**config.mk**
```make
export PLATFORM = sky130hd
export DESIGN_NAME = fetch
export DESIGN_NICKNAME = d
export VERILOG_FILES = /design/src/rtl/fetch.sv
export SDC_FILE = /design/constraint.sdc
export NUM_CORES = 1
export LEC_CHECK = 0
export ABC_AREA = 1
export ABC_CLOCK_PERIOD_IN_PS = 3440
export CELL_PAD_IN_SITES_DETAIL_PLACEMENT = 2
export CELL_PAD_IN_SITES_GLOBAL_PLACEMENT = 2
export CORE_MARGIN = 4
export CORE_UTILIZATION = 33
export CTS_BUF_LIST = sky130_fd_sc_hd__clkbuf_8
export CTS_CLUSTER_DIAMETER = 30
export DETAILED_ROUTE_END_ITERATION = 6
export PLACE_DENSITY_LB_ADDON = 0.1
export RECOVER_POWER = 50
export SYNTH_ARGS = -nofsm -noshare
export SYNTH_HDL_FRONTEND = slang
export SYNTH_SLANG_ARGS = --single-unit
```
**constraint.sdc**
```tcl
create_clock -name clk -period 3.44 [get_ports clk]
set_input_delay 0.688 -clock clk [delete_from_list [all_inputs] [get_ports clk]]
set_output_delay 0.688 -clock clk [all_outputs]
set_load 0.01 [all_outputs]
```
**src/rtl/fetch.sv**
```systemverilog
// Instruction fetch front-end: PC, icache request issue with branch prediction,
// in-order response queue and a valid/stall handshake towards decode.
module fetch #(
  parameter logic [31:0] RESET_PC = 32'h0000_0000,
  parameter int          DEPTH    = 4
) (
  input  logic        clk,
  input  logic        rst,
  output logic        fetch_ic_req,
  output logic [29:0] fetch_ic_addr,
  input  logic        ic_fetch_ready,
  input  logic        ic_fetch_valid,
  input  logic        ic_fetch_error,
  input  logic [31:0] ic_fetch_insn,
  output logic [29:0] fetch_bp_addr,
  input  logic        bp_taken,
  input  logic [30:0] bp_target,
  input  logic [15:0] bp_tag,
  output logic        fetch_de_valid,
  output logic        fetch_de_error,
  output logic [30:0] fetch_de_addr,
  output logic [31:0] fetch_de_insn,
  output logic [15:0] fetch_de_bptag,
  output logic        fetch_de_bptaken,
  input  logic        decode_stall,
  input  logic        rob_flush,
  input  logic [30:0] rob_flush_pc
);
  // state | meaning
  // RUN   | issuing requests from pc
  // HALT  | fault or misaligned pc seen; wait for rob_flush
  localparam int PW = $clog2(DEPTH);
  localparam int CW = PW + 1;
  localparam logic [CW-1:0] DEPTH_C = CW'(DEPTH);

  typedef enum logic {RUN, HALT} state_t;
  state_t state, state_nxt;

  logic [30:0]   pc;
  logic [PW-1:0] head, tail, fill_idx;
  logic [CW-1:0] count, outst, kill;
  logic [CW:0]   inflight;

  logic [30:0] q_addr  [DEPTH];
  logic [15:0] q_tag   [DEPTH];
  logic        q_taken [DEPTH];
  logic        q_done  [DEPTH];
  logic        q_err   [DEPTH];
  logic [31:0] q_insn  [DEPTH];

  logic req, accept, alloc_mis, resp_fill, resp_kill, pop, head_valid;

  assign inflight   = {1'b0, kill} + {1'b0, outst};
  assign fill_idx   = tail - outst[PW-1:0];
  assign head_valid = (count != '0) && q_done[head];

  always_comb begin
    state_nxt = state;
    req       = 1'b0;
    alloc_mis = 1'b0;
    if (state == RUN && !rob_flush && count < DEPTH_C) begin
      if (pc[0]) alloc_mis = 1'b1;
      else       req       = (inflight < {1'b0, DEPTH_C});
    end
    accept    = req && ic_fetch_ready;
    resp_kill = ic_fetch_valid && (kill != '0);
    resp_fill = ic_fetch_valid && (kill == '0) && !rob_flush;
    pop       = head_valid && !decode_stall && !rob_flush;
    if (rob_flush)                         state_nxt = RUN;
    else if (alloc_mis)                    state_nxt = HALT;
    else if (resp_fill && ic_fetch_error)  state_nxt = HALT;
  end

  always_ff @(posedge clk or negedge rst) begin
    if (!rst) state <= RUN;
    else      state <= state_nxt;
  end

  always_ff @(posedge clk or negedge rst) begin
    if (!rst) begin
      pc    <= RESET_PC[31:1];
      head  <= '0;
      tail  <= '0;
      count <= '0;
      outst <= '0;
      kill  <= '0;
      for (int i = 0; i < DEPTH; i++) begin
        q_addr[i]  <= '0;
        q_tag[i]   <= '0;
        q_taken[i] <= 1'b0;
        q_done[i]  <= 1'b0;
        q_err[i]   <= 1'b0;
        q_insn[i]  <= '0;
      end
    end else if (rob_flush) begin
      pc    <= rob_flush_pc;
      head  <= '0;
      tail  <= '0;
      count <= '0;
      outst <= '0;
      // every response still owed (old kills plus outstanding) must be dropped,
      // less the one consumed this cycle
      kill  <= kill + outst - CW'(ic_fetch_valid);
    end else begin
      if (accept) begin
        q_addr[tail]  <= pc;
        q_tag[tail]   <= bp_tag;
        q_taken[tail] <= bp_taken;
        q_done[tail]  <= 1'b0;
        q_err[tail]   <= 1'b0;
        q_insn[tail]  <= '0;
        pc            <= bp_taken ? bp_target : pc + 31'd2;
      end
      if (alloc_mis) begin
        q_addr[tail]  <= pc;
        q_tag[tail]   <= '0;
        q_taken[tail] <= 1'b0;
        q_done[tail]  <= 1'b1;
        q_err[tail]   <= 1'b1;
        q_insn[tail]  <= '0;
      end
      if (resp_fill) begin
        q_done[fill_idx] <= 1'b1;
        q_err[fill_idx]  <= ic_fetch_error;
        q_insn[fill_idx] <= ic_fetch_error ? 32'h0 : ic_fetch_insn;
      end
      if (accept || alloc_mis) tail <= tail + 1'b1;
      if (pop)                 head <= head + 1'b1;
      count <= count + CW'(accept || alloc_mis) - CW'(pop);
      outst <= outst + CW'(accept) - CW'(resp_fill);
      if (resp_kill) kill <= kill - 1'b1;
    end
  end

  assign fetch_ic_req     = req && rst;
  assign fetch_ic_addr    = pc[30:1];
  assign fetch_bp_addr    = pc[30:1];
  assign fetch_de_valid   = head_valid;
  assign fetch_de_error   = head_valid && q_err[head];
  assign fetch_de_addr    = head_valid ? q_addr[head] : 31'h0;
  assign fetch_de_insn    = (head_valid && !q_err[head]) ? q_insn[head] : 32'h0;
  assign fetch_de_bptag   = head_valid ? q_tag[head] : 16'h0;
  assign fetch_de_bptaken = head_valid && q_taken[head];
endmodule

```
After elaboration in Yosys (flattened, before gate mapping) --
Index checks and enable logic that the tools add are counted.
Cells by class: add/sub/neg operators 12, order comparisons 7, multiplexer cells 82, bitwise operators 16, reductions and logical operators 28
Operators by type and width (count):
- 128-bit 2-to-1 mux | 5
- 124-bit 2-to-1 mux | 3
- 128-bit bitwise AND | 2
- 124-bit bitwise mux | 2
- 31-bit 2-to-1 mux | 7
- 32-bit 2-to-1 mux | 6
- 64-bit 2-to-1 mux | 3
- 128-bit bitwise mux | 1
- 32-bit demux with 2-bit select | 2
- 128-bit inverter | 1
- 64-bit bitwise AND | 1
- 32-bit binary-select mux with 2-bit select | 1
- 64-bit bitwise mux | 1
- 16-bit 2-to-1 mux | 4
- 64-bit inverter | 1
- 31-bit binary-select mux with 2-bit select | 1
- 31-bit demux with 2-bit select | 1
- 4-bit 2-to-1 mux | 13
- 16-bit binary-select mux with 2-bit select | 1
- 16-bit demux with 2-bit select | 1
- 31-bit by 2-bit adder with 31-bit output (second input constant) | 1
- 1-bit logical AND | 16
- 1-bit 2-to-1 mux | 15
- 4-bit bitwise AND | 3
- 25 further kinds | 53
Word-level totals: bits in registers 373, input port bits 118, output and inout port bits 143, word-level logic and storage cells 176

Longest topological paths before layout --
depth after elaboration 14, depth in mapped cells 16, depth with buffers taken out 15

Worst setup path after synthesis --
OpenSTA, ideal clock, no wires.
path kind input to register, from in rob_flush, to reg count[2], library setup time 0.124 ns, arrival 2.517 ns, required time 3.316 ns, path slack 0.798 ns, cell stages on the path 11, path buffers 3, cell sequence buf_6 > clkbuf_1 > clkbuf_1 > nor2_1 > ha_1 > inv_1 > ha_1 > inv_1 > fa_1 > o21ai_0 > a21oi_1
Between the ends: word-level cells in the longest chain between the ends 9, elaborated cells between the ends (all ways) 11, those cells by class add/sub: 2; mux: 3; reduce/logical: 6
RTL lines:
- start: declaration | line 26 | input logic rob_flush,
- 1-bit zero test | line 61, 68
- 1-bit logical AND (2 in series) | line 61 | if (state == RUN && !rob_flush && count < DEPTH_C) begin
- 1-bit 2-to-1 mux | line 61
- 1-bit logical AND | line 65 | accept = req && ic_fetch_ready;
- 1-bit logical OR | line 129 | count <= count + CW'(accept || alloc_mis) - CW'(pop);
- 3-bit by 1-bit adder with 3-bit output | line 129
- 3-bit by 1-bit subtractor with 3-bit output | line 129
- 3-bit 2-to-1 mux * | line 95 | end else if (rob_flush) begin
- end signal: assignment | line 129
- end: declaration | line 41 | logic [CW-1:0] count, outst, kill;
Every way passes the cells marked *; elsewhere a longest branch is shown, timed or not. A chain may end at the register's enable or synchronous reset.

Worst setup path in the final report --
from reg head[0], to out fetch_de_bptag[8]
Between the ends: word-level cells in the longest chain between the ends 6, elaborated cells between the ends (all ways) 9, those cells by class mux: 7; bitwise: 1; reduce/logical: 1
RTL lines:
- start: declaration | line 40 | logic [PW-1:0] head, tail, fill_idx;
- start signal: assignment | line 128 | if (pop) head <= head + 1'b1;
- 2-bit inverter with 3-bit output (implied by the code) * | line 55, 142
- 1-bit binary-select mux with 2-bit select | line 55 | assign head_valid = (count != '0) && q_done[head];
- 1-bit 2-to-1 mux (implied by the code) (2 in series) | line 55
- 1-bit logical AND | line 55
- 16-bit 2-to-1 mux * | line 142 | assign fetch_de_bptag = head_valid ? q_tag[head] : 16'h0;
- end: declaration | line 23 | output logic [15:0] fetch_de_bptag,
Every way passes the cells marked *; elsewhere a longest branch is shown, timed or not. The select of a mux whose other input is x is not followed.

==> metrics.md <==
| Metric | Value |
|---|---|
| HPWL after DPL | 53.7 mm |
| Port buffer count | 260 |
| Unrepaired setup endpoints after global routing | yes |
| Antenna Nets Post-Route | 0 |
| Clk pwr share | 27.8% |
| Met2 usage | 45.5% |
| Final period utilization | 101% |
| Synth top area cells | dfrtp_1, nand2_1, a21oi_1, o21ai_0, nor2_1 |
| P_leak | 12.2 nW |
| WL/cell | 22.1 microns |
| CTS buffer count | 109 |
| Site Rows | 91 |
| Clock transition at the registers of the reported paths | 50 ps |
| Initial antenna violation count | 1 |
| Net Sw Power | 9.86 mW |
| Simple-gate share of the synthesized area | 22.6% |
| Max Cap Viol | 0 |
| Final Hold Vio Count | 0 |
| Slowest stage cell, crit path | clkdlybuf4s50_1 |
| Post-synthesis sequential area ratio | 45.5% |
| Cells after Synth | 2738 |
| Met3 usage | 4.23% |
| Reg2reg path depth | 16 |
| Most used cell, CP | nor2_1 |
| Top cell type's share of synthesized area | 45.5% |
| Die Height | 257 microns |
| Mux cell area share after synthesis | 0% |
| RR Endpoint | count[2] |
| Met1 Usage GRT | 31.1% |
| Final WL | 85.4 mm |
| Critical Path AT | 2780 ps |
| CP cell instances | nor2_1, nor2_1, o21ai_0, nand2_1, nand2_4, buf_12, a221oi_2, clkdlybuf4s50_1 |
| Complex-gate fraction of the synthesized area | 20.3% |
| Failing checks | negative setup slack |
| Routed vias/inst | 5.27 |
| P per Cell Area | 904 nW/um^2 |
| Vias | 20300 |
| Router iterations before antenna repair | 5 |
| Setup Skew | 50.7 ps |
| Nets | 3075 |
| CP required | 2750 ps |
| Slew Viols, Final | 0 |
| Pin count of the biggest net entering global routing | 128 |
| Critical path type | reg -> out |
| Initial core utilization | 33.3% |
| CP Max Fanout | 13 |
| Setup ws final | -28.0 ps |
| Hold Crit Class | in -> async |
| I/O Pins | 261 |
| Cell Int Power | 13.7 mW |
| Post-Synth Adder-Cell Area | 1.33% |
| Vias in the first global route | 23200 |
| Logic pwr share | 40.6% |
| Status | finished, violations left |
| Die ar. | 66200 sq um |
| Synth Cell Area | 20500 sq um |
| Finished Layout Cells | 3863 |
| R2r setup slk | 460 ps |
| Largest family of logic cells by synthesized area | simple AND/OR/NAND/NOR gates |
| Clk buf depth | 3 |
| Max-slew headroom | 18.2% |
| Clock sink count | 373 |
| Synth Area in XOR/XNOR | 0.513% |
| Yosys top cell by area | dfrtp_1 |
| Global-route wire length before repair | 134 mm |
| Core Region | 61600 sq um |
| CP endpoint kind | output pin |
| Placed Cells | 3657 |
| Post-route minimum period | 3470 ps |
| # DRC | 0 |
| Critical Path Source Type | register |
| GRT Max-Usage Layer | met2 |
| Antenna diodes | 0 |
| Overall power | 23.6 mW |
| Register bit total from synthesis | 373 |
| Setup Viol. Count Final | 2 |
| First DRT Iteration DRCs | 1155 |
| Root Buffer | clkbuf_8 |
| Worst skew pair latency | 720 ps |
| Largest stage delay on the critical path | 600 ps |
| Synthesis-to-layout area growth | 27.2% |
| Commonest cells after routing, fill and taps aside | nand2_1, nor2_1, dfrtp_1 |
| Dpl ws | 392 ps |
| Synth warn | 0 |
| Slew at the pin closest to its max-slew limit | 1230 ps |
| Routability congestion estimate | 0.911 |
| GR Overflow Total | 0 |
| Htree depth | 3 |
| Net Count, Synth | 2876 |
| Synth unique cells | 40 |
| Synth Area per Inst | 7.49 sq um |
| Die X | 257 microns |
| Share of layout cells above drive strength 1 | 11.2% |
| Commonest non-fill, non-tap cell in the layout | nand2_1 |
| Maximum clock frequency | 0.288 GHz |
| Sw frac | 41.8% |
| Fin util | 42.4% |
| VDD IR-drop max | 418 uV |
| GRT Overall Usage | 25.3% |
| Reg2reg start | head[0] |
| TritonCTS clock tree | done |
| Seq pwr share | 31.6% |
how the worst max path moves through the flow:
stage / start / end / slack [ps] / cells after the start
after CTS: head[0] / fetch_de_bptaken / -130 / 8
after detailed placement: ic_fetch_valid / q_insn[37] / 390 / 7
after global placement: ic_fetch_ready / q_addr[109] / 440 / 7
after global routing: head[1] / fetch_de_bptag[8] / -190 / 8
after floorplan: rob_flush / count[2] / 800 / 11
final: head[0] / fetch_de_bptag[8] / -30 / 8
metrics by stage:
step                hold slack (ps)  setup TNS [ps]  area (sq um)
finish                          453           -46.3         26100
global route                    454            -916         26100
CTS                             409            -603         26000
detailed placement              457               0         23500
global placement                448               0         23500
floorplan                       392               0         20500
area by class of cell:
type                    count  area, sq um
fillers                  6989        35500
flip-flops and latches    373         9340
multi-input cells        1952         9280
repair buffers            327         3380
clock buffers             135         1860
well taps                 837         1050
inverters                 174          669
clock inverters            65          509
cells in the mapped netlist (all sizes together):
master	n
nand2	635
nor2	398
dfrtp	373
a21oi	357
o21ai	353
inv	172
buf	145
nand3	96
clkbuf	94
o22ai	34
a221oi	17
ha	17
o211ai	13
xor2	10
nand4	8
fa	3
nor3	3
clkinv	2
o21bai	2
xnor2	2
a31oi	1
a32o	1
and2	1
and3	1
per-layer routing:
layer	vias to the layer above	share of wire, %
met5	-	0
met4	0	2.5
met3	135	4.1
met2	459	50
met1	10400	43
li1	9349	-
logic make-up (layout without fill, tap and decap cells):
group	Yosys count	count (layout)
simple gates	1142	1142
fa+ha+maj	20	20
compound gates	778	778
flops	373	373
xor+xnor	12	12
buf+inv	413	701
power groups by stage:
stage | Clock [mW] | Sequential, mW | Combinational (mW)
floorplan | 0 | 7.00 | 5.94
global placement | 0 | 7.32 | 8.98
detailed placement | 0 | 7.48 | 9.37
CTS | 6.71 | 7.44 | 9.64
global route | 7.01 | 7.68 | 10.7
finish | 6.57 | 7.45 | 9.58
sequential cells by signal, summed over array words and instances (netlist names), 4 cells and up:
| signal | cells |
|---|---|
| pc | 31 |
| q_insn | 128 |
| q_addr | 124 |
| q_err | 4 |
| q_done | 4 |
| q_taken | 4 |
| q_tag | 64 |
worst max-delay path: cells and delay by family, from the launching register on:
| kind | cells | cell delay [ps] |
|---|---|---|
| buffers and inverters | 2 | 770 |
| flip-flops | 1 | 530 |
| AND/OR/NAND/NOR | 4 | 400 |
| AO/OA/AOI/OAI | 2 | 380 |
what timing repair did:
action,CTS,global route
pin swaps,1,1
gates resized for setup,90,30
hold endpoints to repair,31,0
endpoints found under the setup margin,68,22
hold buffers,1,0
buffers inserted,1,1
cloned,1,2
Power figures use the tool's default switching activity.
